[src/rtl/rsp_tone_stepper.sv]
// Staircase-sine stimulus source for adrv9009_rsp: three free-running 8-step tone generators
// and a segment sequencer that plays a zero lead-in, then tone 0, tone 1 and tone 2.
module rsp_tone_stepper #(
    parameter int DW    = 16,
    parameter int CW    = 6,
    parameter int SCW   = 13,
    parameter int A_MID = 23170,
    parameter int A_HI  = 32767,
    parameter int A_LO  = -32768
) (
    input  logic                 clk,
    input  logic                 reset,
    input  logic                 en,
    input  logic [CW-1:0]        hold0,
    input  logic [CW-1:0]        hold1,
    input  logic [CW-1:0]        hold2,
    input  logic [SCW-1:0]       lead_in,
    input  logic [SCW-1:0]       seg_end0,
    input  logic [SCW-1:0]       seg_end1,
    output logic signed [DW-1:0] out,
    output logic                 out_valid,
    output logic [1:0]           tone_idx
);

    localparam logic signed [DW-1:0] LV_MID = DW'(A_MID);
    localparam logic signed [DW-1:0] LV_HI  = DW'(A_HI);
    localparam logic signed [DW-1:0] LV_LO  = DW'(A_LO);
    localparam logic signed [DW-1:0] LV_NMID = -LV_MID;

    typedef enum logic [2:0] {S0, S1, S2, S3, S4, S5, S6, S7} step_t;

    step_t                 state [3];
    logic [CW-1:0]         cnt   [3];
    logic signed [DW-1:0]  samp  [3];
    logic [CW-1:0]         hold  [3];
    logic [SCW-1:0]        sc;

    function automatic step_t next_step(step_t s);
        return step_t'(s + 3'd1);
    endfunction

    function automatic logic signed [DW-1:0] level(step_t s);
        case (s)
            S0:      return '0;
            S1:      return LV_MID;
            S2:      return LV_HI;
            S3:      return LV_MID;
            S4:      return '0;
            S5:      return LV_NMID;
            S6:      return LV_LO;
            default: return LV_NMID;
        endcase
    endfunction

    // NOTE: every output of a combinational block is assigned on every path, so no latch is inferred.
    always_comb begin
        hold[0] = hold0;
        hold[1] = hold1;
        hold[2] = hold2;
    end

    // NOTE: all state is updated with non-blocking assignments so every register sees pre-edge values.
    always_ff @(posedge clk) begin
        if (reset) begin
            for (int k = 0; k < 3; k++) begin
                state[k] <= S0;
                cnt[k]   <= '0;
                samp[k]  <= '0;
            end
            sc        <= '0;
            out       <= '0;
            out_valid <= 1'b0;
            tone_idx  <= 2'd0;
        end else if (en) begin
            // A hold lowered below the running count advances at once rather than wrapping.
            for (int k = 0; k < 3; k++) begin
                if (cnt[k] < hold[k]) begin
                    cnt[k] <= cnt[k] + CW'(1);
                end else begin
                    cnt[k]   <= '0;
                    state[k] <= next_step(state[k]);
                    samp[k]  <= level(next_step(state[k]));
                end
            end

            if (sc < lead_in) begin
                sc       <= sc + SCW'(1);
                out      <= '0;
                tone_idx <= 2'd0;
            end else if (sc < seg_end0) begin
                sc        <= sc + SCW'(1);
                out       <= samp[0];
                tone_idx  <= 2'd0;
                out_valid <= 1'b1;
            end else if (sc < seg_end1) begin
                sc        <= sc + SCW'(1);
                out       <= samp[1];
                tone_idx  <= 2'd1;
                out_valid <= 1'b1;
            end else begin
                out       <= samp[2];
                tone_idx  <= 2'd2;
                out_valid <= 1'b1;
            end
        end
    end

endmodule

[config.mk]
export PLATFORM = sky130hd
export DESIGN_NAME = rsp_tone_stepper
export DESIGN_NICKNAME = d
export VERILOG_FILES = /design/src/rtl/rsp_tone_stepper.sv
export SDC_FILE = /design/constraint.sdc
export NUM_CORES = 1
export LEC_CHECK = 0
export BUFFER_PORTS_ARGS = -buffer_cell sky130_fd_sc_hd__buf_2
export CELL_PAD_IN_SITES_DETAIL_PLACEMENT = 0
export CELL_PAD_IN_SITES_GLOBAL_PLACEMENT = 1
export CORE_MARGIN = 2
export CORE_UTILIZATION = 38
export CTS_BUF_LIST = sky130_fd_sc_hd__clkbuf_8 sky130_fd_sc_hd__clkbuf_16
export CTS_CLUSTER_SIZE = 25
export DETAILED_ROUTE_END_ITERATION = 16
export GPL_TIMING_DRIVEN = 1
export PLACE_DENSITY = 0.74
export SLEW_MARGIN = 20
export SYNTH_ARGS = -nofsm -noshare
export SYNTH_HDL_FRONTEND = slang
export SYNTH_SLANG_ARGS = --single-unit
[constraint.sdc]
create_clock -name clk -period 4.15 [get_ports clk]
set_clock_uncertainty 0.2 [all_clocks]
set_input_delay 1.245 -clock clk [delete_from_list [all_inputs] [get_ports clk]]
set_output_delay 1.245 -clock clk [all_outputs]
set_load 0.02 [all_outputs]
---- Word-level counts from Yosys, hierarchy flattened ----
Memories as Yosys holds them, arrays and structs flattened.
Cells that the tools add are included.
operators by class
  add/subtract/negate cells ............... 7
  order comparisons ....................... 6
  equality and inequality tests ........... 15
  muxes and demuxes ....................... 59
  bitwise operators ....................... 13
  reductions and logical operators ........ 12
operators by type and width
  kind                                           number
  2-to-1 mux 16 bit                              15
  case mux 16 bit (4 select lines)               3
  less-than comparator 13 bit                    3
  2-to-1 mux 13 bit                              3
  2-to-1 mux 6 bit                               6
  2-to-1 mux 1 bit                               26
  adder 6 x 1 -> 6 bit, second input constant    3
  == test 3 x 2 -> 1 bit, second input constant  6
  == test 3 bit, second input constant           6
  less-than comparator 6 bit                     3
  adder 13 x 1 -> 13 bit, second input constant  1
  OR 1 bit                                       12
  OR reduction 2 bit                             6
  adder 3 x 1 -> 3 bit, second input constant    3
  == test 3 x 1 -> 1 bit, second input constant  3
  logical NOT 3 bit                              3
  2-to-1 mux 3 bit                               3
  2-to-1 mux 2 bit                               3
  AND reduction 2 bit                            2
  nonzero test 3 bit                             1
  NOT 1 bit                                      1
storage, ports and cells
  bits in registers ....................... 32
  RAM bits ................................ 75
  bits of input ports ..................... 60
  output and inout bits ................... 19
  logic and storage cells ................. 119
  memories kept ........................... 3
memory list
  memory  depth  width  rd ports  clocked after Yosys merged registers in  write ports  RTL line  RTL
  samp    3      16     3         0                                        3            34        logic signed [DW-1:0] samp [3];
  cnt     3      6      3         0                                        3            33        logic [CW-1:0] cnt [3];
  state   3      3      3         0                                        3            32        step_t state [3];

---- Depth between registers and ports, before layout ----
Gate-level depths: netlist of the first run.
  depth after elaboration ................. 8
  depth in mapped cells ................... 11
  mapped depth without buffers ............ 9

---- Worst setup path before layout of the first run ----
No wires, ideal clock.
  path type ............................... input-to-reg
  start ................................... in seg_end0[2]
  end ..................................... reg sc[5]
  library setup time ...................... 121 ps
  arrival time ............................ 3148 ps
  data required time ...................... 3829 ps
  setup slack ............................. 681 ps
  stages .................................. 10
  buffers on the path ..................... 1
  cell sequence ........................... inv_1 ha_1 a21o_1 a31oi_1 o21ai_1 a211oi_4 a211oi_2 buf_6 nor4_1 mux2_2
between the ends
  word-level cells in the longest chain between the ends .. 3
  elaborated cells between the ends (all ways) .. 5
  those cells by class .................... 1 x order compare; 2 x mux; 2 x reduce/logical
ends and longest elaborated chain
  item                                                                RTL line  RTL
  start, declared                                                     18        input logic [SCW-1:0] seg_end0,
  less-than comparator 13 bit (*)                                     90        end else if (sc < seg_end0) begin
  nonzero test 3 bit (no line) or 2-to-1 mux 13 bit (tied branches)   --
  AND reduction 2 bit (no line) or 2-to-1 mux 13 bit (tied branches)  --
  end signal, assigned                                                87        sc <= sc + SCW'(1);
  end signal, assigned                                                91        sc <= sc + SCW'(1);
  end signal, assigned                                                96        sc <= sc + SCW'(1);
  end, declared                                                       36        logic [SCW-1:0] sc;
Every way passes the cells marked *; elsewhere a longest branch is shown, timed or not.
A chain may end at the register's enable or synchronous reset.

---- Worst setup path after layout of the first run ----
  start ................................... in seg_end0[6]
  end ..................................... reg sc[5]
The elaborated chain is that of the path after synthesis.

==> results of run 1 <==
==> cell type report <==
type / instances / area (um2)
inverters: 69 / 259
flip-flops and latches: 63 / 1620
multi-input cells: 335 / 2390
clock buffers: 10 / 239
clock inverters: 6 / 25.0
fillers: 1137 / 6230
repair buffers: 83 / 428
well taps: 143 / 179
==> logic make-up after synthesis <==
family                     Yosys count  share of synthesized area [%]
and+or+nand+nor                    155                           17.6
muxes                               10                           2.36
adders and majority gates           63                           17.9
xor gates and xnor gates            11                           2.19
AOI/OAI and AO/OA                   96                           14.1
buffers and inverters               92                           9.09
DFF                                 63                           36.8
==> flip-flops by register name (all words and copies together), names as in the netlist <==
name,cells
out_valid,1
sc,13
tone_idx,2
state,9
samp,15
cnt,18
out,5
==> stage by stage <==
stage	setup slack, ns	utilization (%)	cells	hold WS [ns]	area [um2]
6_report	0.821	45.2	709	0.267	5140
5_1_grt	0.653	45.2	709	0.303	5140
4_1_cts	0.828	45.2	709	0.274	5140
3_5_place_dp	0.495	42.9	693	0.266	4880
3_3_place_gp	0.564	42.9	693	0.260	4880
2_1_floorplan	0.681	-	490	0.270	4410
==> worst min path at each step <==
stage / from / endpoint / slack (ns)
after floorplan: cnt[2][1] / cnt[2][1] / 0.27
after global placement: out[15] / out[15] / 0.26
after detailed placement: out[15] / out[15] / 0.27
after CTS: out_valid / out_valid / 0.27
after global routing: out[15] / out[15] / 0.30
final: out_valid / out_valid / 0.27
==> cells in the mapped netlist, types with 4 or more instances <==
library cell	n
edfxtp_1	36
a21o_1	10
xnor2_1	6
nand2_1	34
or4_1	5
o31ai_1	7
mux2i_1	7
nand3_1	14
nand4_1	8
buf_4	12
xor2_1	5
nor3b_1	7
nand2b_1	10
o221ai_1	5
dfxtp_1	27
inv_1	69
ha_1	63
a21oi_1	28
nor2b_1	5
o21ai_0	24
nor3_1	7
or3_1	4
nor4_1	5
nor2_1	46
clkbuf_1	7
==> routing by layer <==
layer  vias to the layer above  share of wire, %
met5                         -                 0
li1                       1863                 -
met1                      1625                47
met4                         0               1.2
met2                        59                48
met3                        10               3.7
==> power breakdown <==
part	leakage (uW)	internal [uW]	switching, uW
Combinational	0.00176	85.4	102
Clock	0.000147	408	251
Sequential	0.000601	696	25.5
==> worst min-delay path, stage by stage, from the launching register on <==
cell     delay, ns
dfxtp_1       0.30
inv_1         0.04
o21ai_0       0.07
==> flow_summary.yaml, run 1 <==
clock_network:
  holdBufCountCts: 0
  h-tree-depth: 3
  post_cts_resized: 0
  clock_path_buffers: 2
  clk_root_buffer_cell: "clkbuf_16"
  numCtsBuffers: 9
  cts.sinks: 63
  clock_latency_ns: 0.32
  cts_tree: "done"
  clk_pin_slew_ns: 0.05
  post_cts_buffers: 0
critical_path:
  startpoint_type: "input pin"
  worstSetupStartpoint: "seg_end0[6]"
  reg2reg_from: "sc[2]"
  crit_path_max_fanout: 22
  reg2reg_slack_ns: 1.33
  worst-path-buf-inv: 3
  cp.depth: 11
  cp_cell_sequence: "buf_2, inv_1, ha_1, a21oi_1, and3_1, o21ai_1, a211oi_4, a211oi_2, buf_4, nor4_1, mux2_2"
  max_stage_delay_ns: 0.36
  ff2ff_path_depth: 9
  critPathKind: "input pin to flop"
  required_ns: 4.16
  rr_endpoint: "sc[5]"
  cp_slowest_cell: "mux2_2"
  path_delay_family: "compound AO/OA/AOI/OAI gates"
  crit_arrival_ns: 3.34
  endpoint: "sc[5]"
  setup.worst_path.end_class: "flop"
grt:
  grt_pass1_vias: 3557
  grt_usage_pct: 15.7
  grt.busiest_layer: "met2"
  grt_overflow_total: 0
  met3_usage_pct: 2.61
  grt_max_degree: 41
  antenna_found_initial: 0
  use_met2_pct: 26.9
  grt_pass1_wl_um: 16200
  use_met1_pct: 20.0
yosys:
  synth_area_per_cell_um2: 8.99
  synthFlopType: "edfxtp_1"
  netlist_area_mm2: 0.00441
  ys_ff_latch: 63
  syn_inst: 490
  async_flop_share_pct: 0
  synth_fp_nets: 613
  yosysUniqueCellTypes: 49
  synth_top_area_share_pct: 24.5
  synth_edf_count: 36
  ys_seq_area_share_pct: 36.8
  yosysWarnings: 0
  yosysTopAreaCell: "edfxtp_1"
  synth.area.top_cells: "edfxtp_1, ha_1, dfxtp_1, inv_1, nor2_1"
min_path:
  holdPathStages: 2
  hold_class: "flop to flop"
floorplan:
  num_io_pins: 79
  die_area_mm2: 0.0125
  core-area_mm2: 0.0114
  start_util_pct: 38.8
  rows: 39
  die_y_um: 112
  die_x_um: 112
cells_and_area:
  area_growth_pct: 16.7
  layout_common_cells: "buf_2, inv_1, ha_1"
  nets: 684
  drive_gt1_share_pct: 18.0
  final_common_cell: "buf_2"
  num_antenna_cells: 0
sta:
  period_share_pct: 80.2
  max_slew.worst_pin.slew_ns: 0.718
  finalCriticalPeriod_ns: 3.33
  clock.fmax_mhz: 300
  setup_viol: 0
  finalMaxSlewViolations: 0
  rsz0062_at_grt: "no"
  setup_tns_ns: 0
  hold_viol_final: 0
  slew_headroom_pct: 52.2
route:
  drt-pass1-iter-count: 4
  wl_per_cell_um: 13.3
  drt-total-wl_um: 9410
  avgViaCountPerCell: 5.02
  vias: 3557
  ant_nets: 0
  route.detailed.drc: 0
  drtIter0Drc: 169
flow_run:
  maxCapViolCount: 0
outcome:
  status: "finished clean"
placed_design:
  gp_congestion: 0.781
  place_hpwl_um: 7170
  io_buffers: 78
power_and_ir_drop:
  total_power_uw: 1570
  ir_drop_mv: 0.222
  power_density_mw_per_mm2: 305
  leakage_uw: 0.00251
Power figures use the tool's default switching activity.
==> run 2, diff against run 1 <==
==> constraint.sdc (replaced) <==
create_clock -name clk -period 3.41 [get_ports clk]
set_clock_uncertainty 0.2 [all_clocks]
set_input_delay 1.023 -clock clk [delete_from_list [all_inputs] [get_ports clk]]
set_output_delay 1.023 -clock clk [all_outputs]
set_load 0.02 [all_outputs]
==> run 2 against run 1 <==
Net effect: count of clock-buffer cells in the layout is 1 lower; sequential power increased by 22%; worst hold slack got worse by 0.0011 ns.
==> flow_summary.yaml, run 2 (same netlist as run 1, synthesis figures left out) <==
outcome:
  status: "finished clean"
power_and_ir_drop:
  leakage_uw: 0.00252
  ir_drop_mv: 0.274
  switchingPower_uw: 491
  combPwrFrac_pct: 12.2
  power_density_mw_per_mm2: 371
  swShare_pct: 25.5
  p_seq_share_pct: 45.5
  p_int_uw: 1440
  clkPwrFrac_pct: 42.3
sta:
  rsz0062_at_grt: "no"
  slew_headroom_pct: 65.0
  finalCriticalPeriod_ns: 3.03
  finalMaxSlewViolations: 0
  hold_viol_final: 0
  setup_viol: 0
  period_share_pct: 88.9
  max_slew.worst_pin.slew_ns: 0.525
  clock.fmax_mhz: 330
  setup_tns_ns: 0
  setup_slack_ns: 0.379
cells_and_area:
  post_layout_nonfiller_instances: 715
  largest_reg_flops: 18
  drive_gt1_share_pct: 19.1
  final_common_cell: "buf_2"
  nets: 690
  num_antenna_cells: 0
  top_regs: "cnt (18), samp (15), sc (13)"
  area_growth_pct: 17.8
  regMostFlops: "cnt"
  fin_area_mm2: 0.00519
  final_core_util_pct: 45.6
  layout_common_cells: "buf_2, inv_1, ha_1"
critical_path:
  critPathKind: "input pin to flop"
  startpoint_type: "input pin"
  crit_arrival_ns: 3.05
  max_stage_delay_ns: 0.36
  path_delay_family: "compound AO/OA/AOI/OAI gates"
  cp_cell_sequence: "buf_2, inv_1, ha_1, and4_1, a21oi_1, o211a_1, a221o_1, a211oi_2, buf_4, nor4_1, mux2_2"
  setup.worst_path.end_class: "flop"
  crit_path_max_fanout: 20
  reg2reg_from: "sc[2]"
  cp_slowest_cell: "mux2_2"
  worst-path-buf-inv: 3
  ff2ff_path_depth: 9
  rr_endpoint: "sc[5]"
  worstSetupStartpoint: "seg_end1[8]"
  reg2reg_slack_ns: 0.62
  required_ns: 3.43
route:
  avgViaCountPerCell: 5.04
  vias: 3605
  drt-total-wl_um: 9730
  drt-pass1-iter-count: 4
  route.detailed.drc: 0
  ant_nets: 0
  wl_per_cell_um: 13.6
  drtIter0Drc: 200
grt:
  grt_pass1_vias: 3501
  grt_max_degree: 34
  grt_usage_pct: 15.9
  antenna_found_initial: 0
  grt_overflow_total: 0
  grt_pass1_wl_um: 16200
clock_network:
  cts_tree: "done"
  h-tree-depth: 3
  holdBufCountCts: 0
  clock_latency_ns: 0.33
  cts.sinks: 63
  post_cts_buffers: 0
  clk_pin_slew_ns: 0.05
  numCtsBuffers: 9
  clock_path_buffers: 2
  clk_root_buffer_cell: "clkbuf_16"
  post_cts_resized: 0
floorplan:
  core-area_mm2: 0.0114
  die_y_um: 112
  die_area_mm2: 0.0125
  num_io_pins: 79
  rows: 39
  die_x_um: 112
  start_util_pct: 38.8
flow_run:
  maxCapViolCount: 0
placed_design:
  place_hpwl_um: 7500
  placed_cells: 699
  dpl_cell_area_mm2: 0.00492
  gp_congestion: 0.787
  place_ws_ns: 0.0287
  io_buffers: 78
min_path:
  worstHoldStart: "out_valid"
  whs_endpoint: "out_valid"
  holdPathStages: 2
  hold_class: "flop to flop"
-- run 2: cell types whose count changed in the layout (fill, tap and decap cells not counted), sizes merged --
cell      change
buf           +6
inv           -4
clkinv        +3
clkinvlp      +2
clkbuf        -1
-- run 2: power groups by stage --
stage | Combinational, uW | Clock [uW] | Sequential [uW]
final | 234 | 816 | 878
after global routing | 274 | 862 | 883
after CTS | 239 | 834 | 878
after detailed placement | 236 | 0 | 893
after global placement | 226 | 0 | 892
after floorplan | 154 | 0 | 882
-- run 2: worst max-delay path by stage --
stage,to,slack [ns],depth (start not counted)
2_1_floorplan,sc[5],0.16,10
3_3_place_gp,sc[5],0.06,11
3_5_place_dp,sc[5],0.03,11
4_1_cts,sc[5],0.38,11
5_1_grt,sc[5],0.21,11
6_report,sc[5],0.38,11
-- run 2: through the flow --
stage / total power (uW) / hold slack (ns)
finish: 1930 / 0.266
global route: 2020 / 0.288
CTS: 1950 / 0.269
detailed placement: 1130 / 0.257
global placement: 1120 / 0.255
floorplan: 1040 / 0.270
-- run 2: worst register-to-register path: cells and delay by family, from the launching register on --
family	cells	cell delay (ns)
AOI/OAI and AO/OA	5	0.78
adders and majority gates	1	0.32
buffers and inverters	1	0.20
DFF	1	0.54
muxes	1	0.36
and+or+nand+nor	1	0.28
-- run 2: area by class of cell --
| type | count | area (um2) |
|---|---|---|
| Tap cell | 143 | 179 |
| Clock inverter | 7 | 40.0 |
| Sequential cell | 63 | 1620 |
| Timing Repair Buffer | 89 | 473 |
| Clock buffer | 9 | 225 |
| Multi-Input combinational cell | 335 | 2390 |
| Inverter | 69 | 259 |
| Fill cell | 1131 | 6180 |
-- run 2: routing by layer --
| metal | wire length (um) | vias up | track usage, % |
|---|---|---|---|
| met5 | 0 | - | 0 |
| li1 | - | 1869 | - |
| met3 | 403 | 11 | 3.43 |
| met1 | 4520 | 1667 | 20.0 |
| met2 | 4710 | 58 | 27.5 |
| met4 | 95 | 0 | 4.69 |
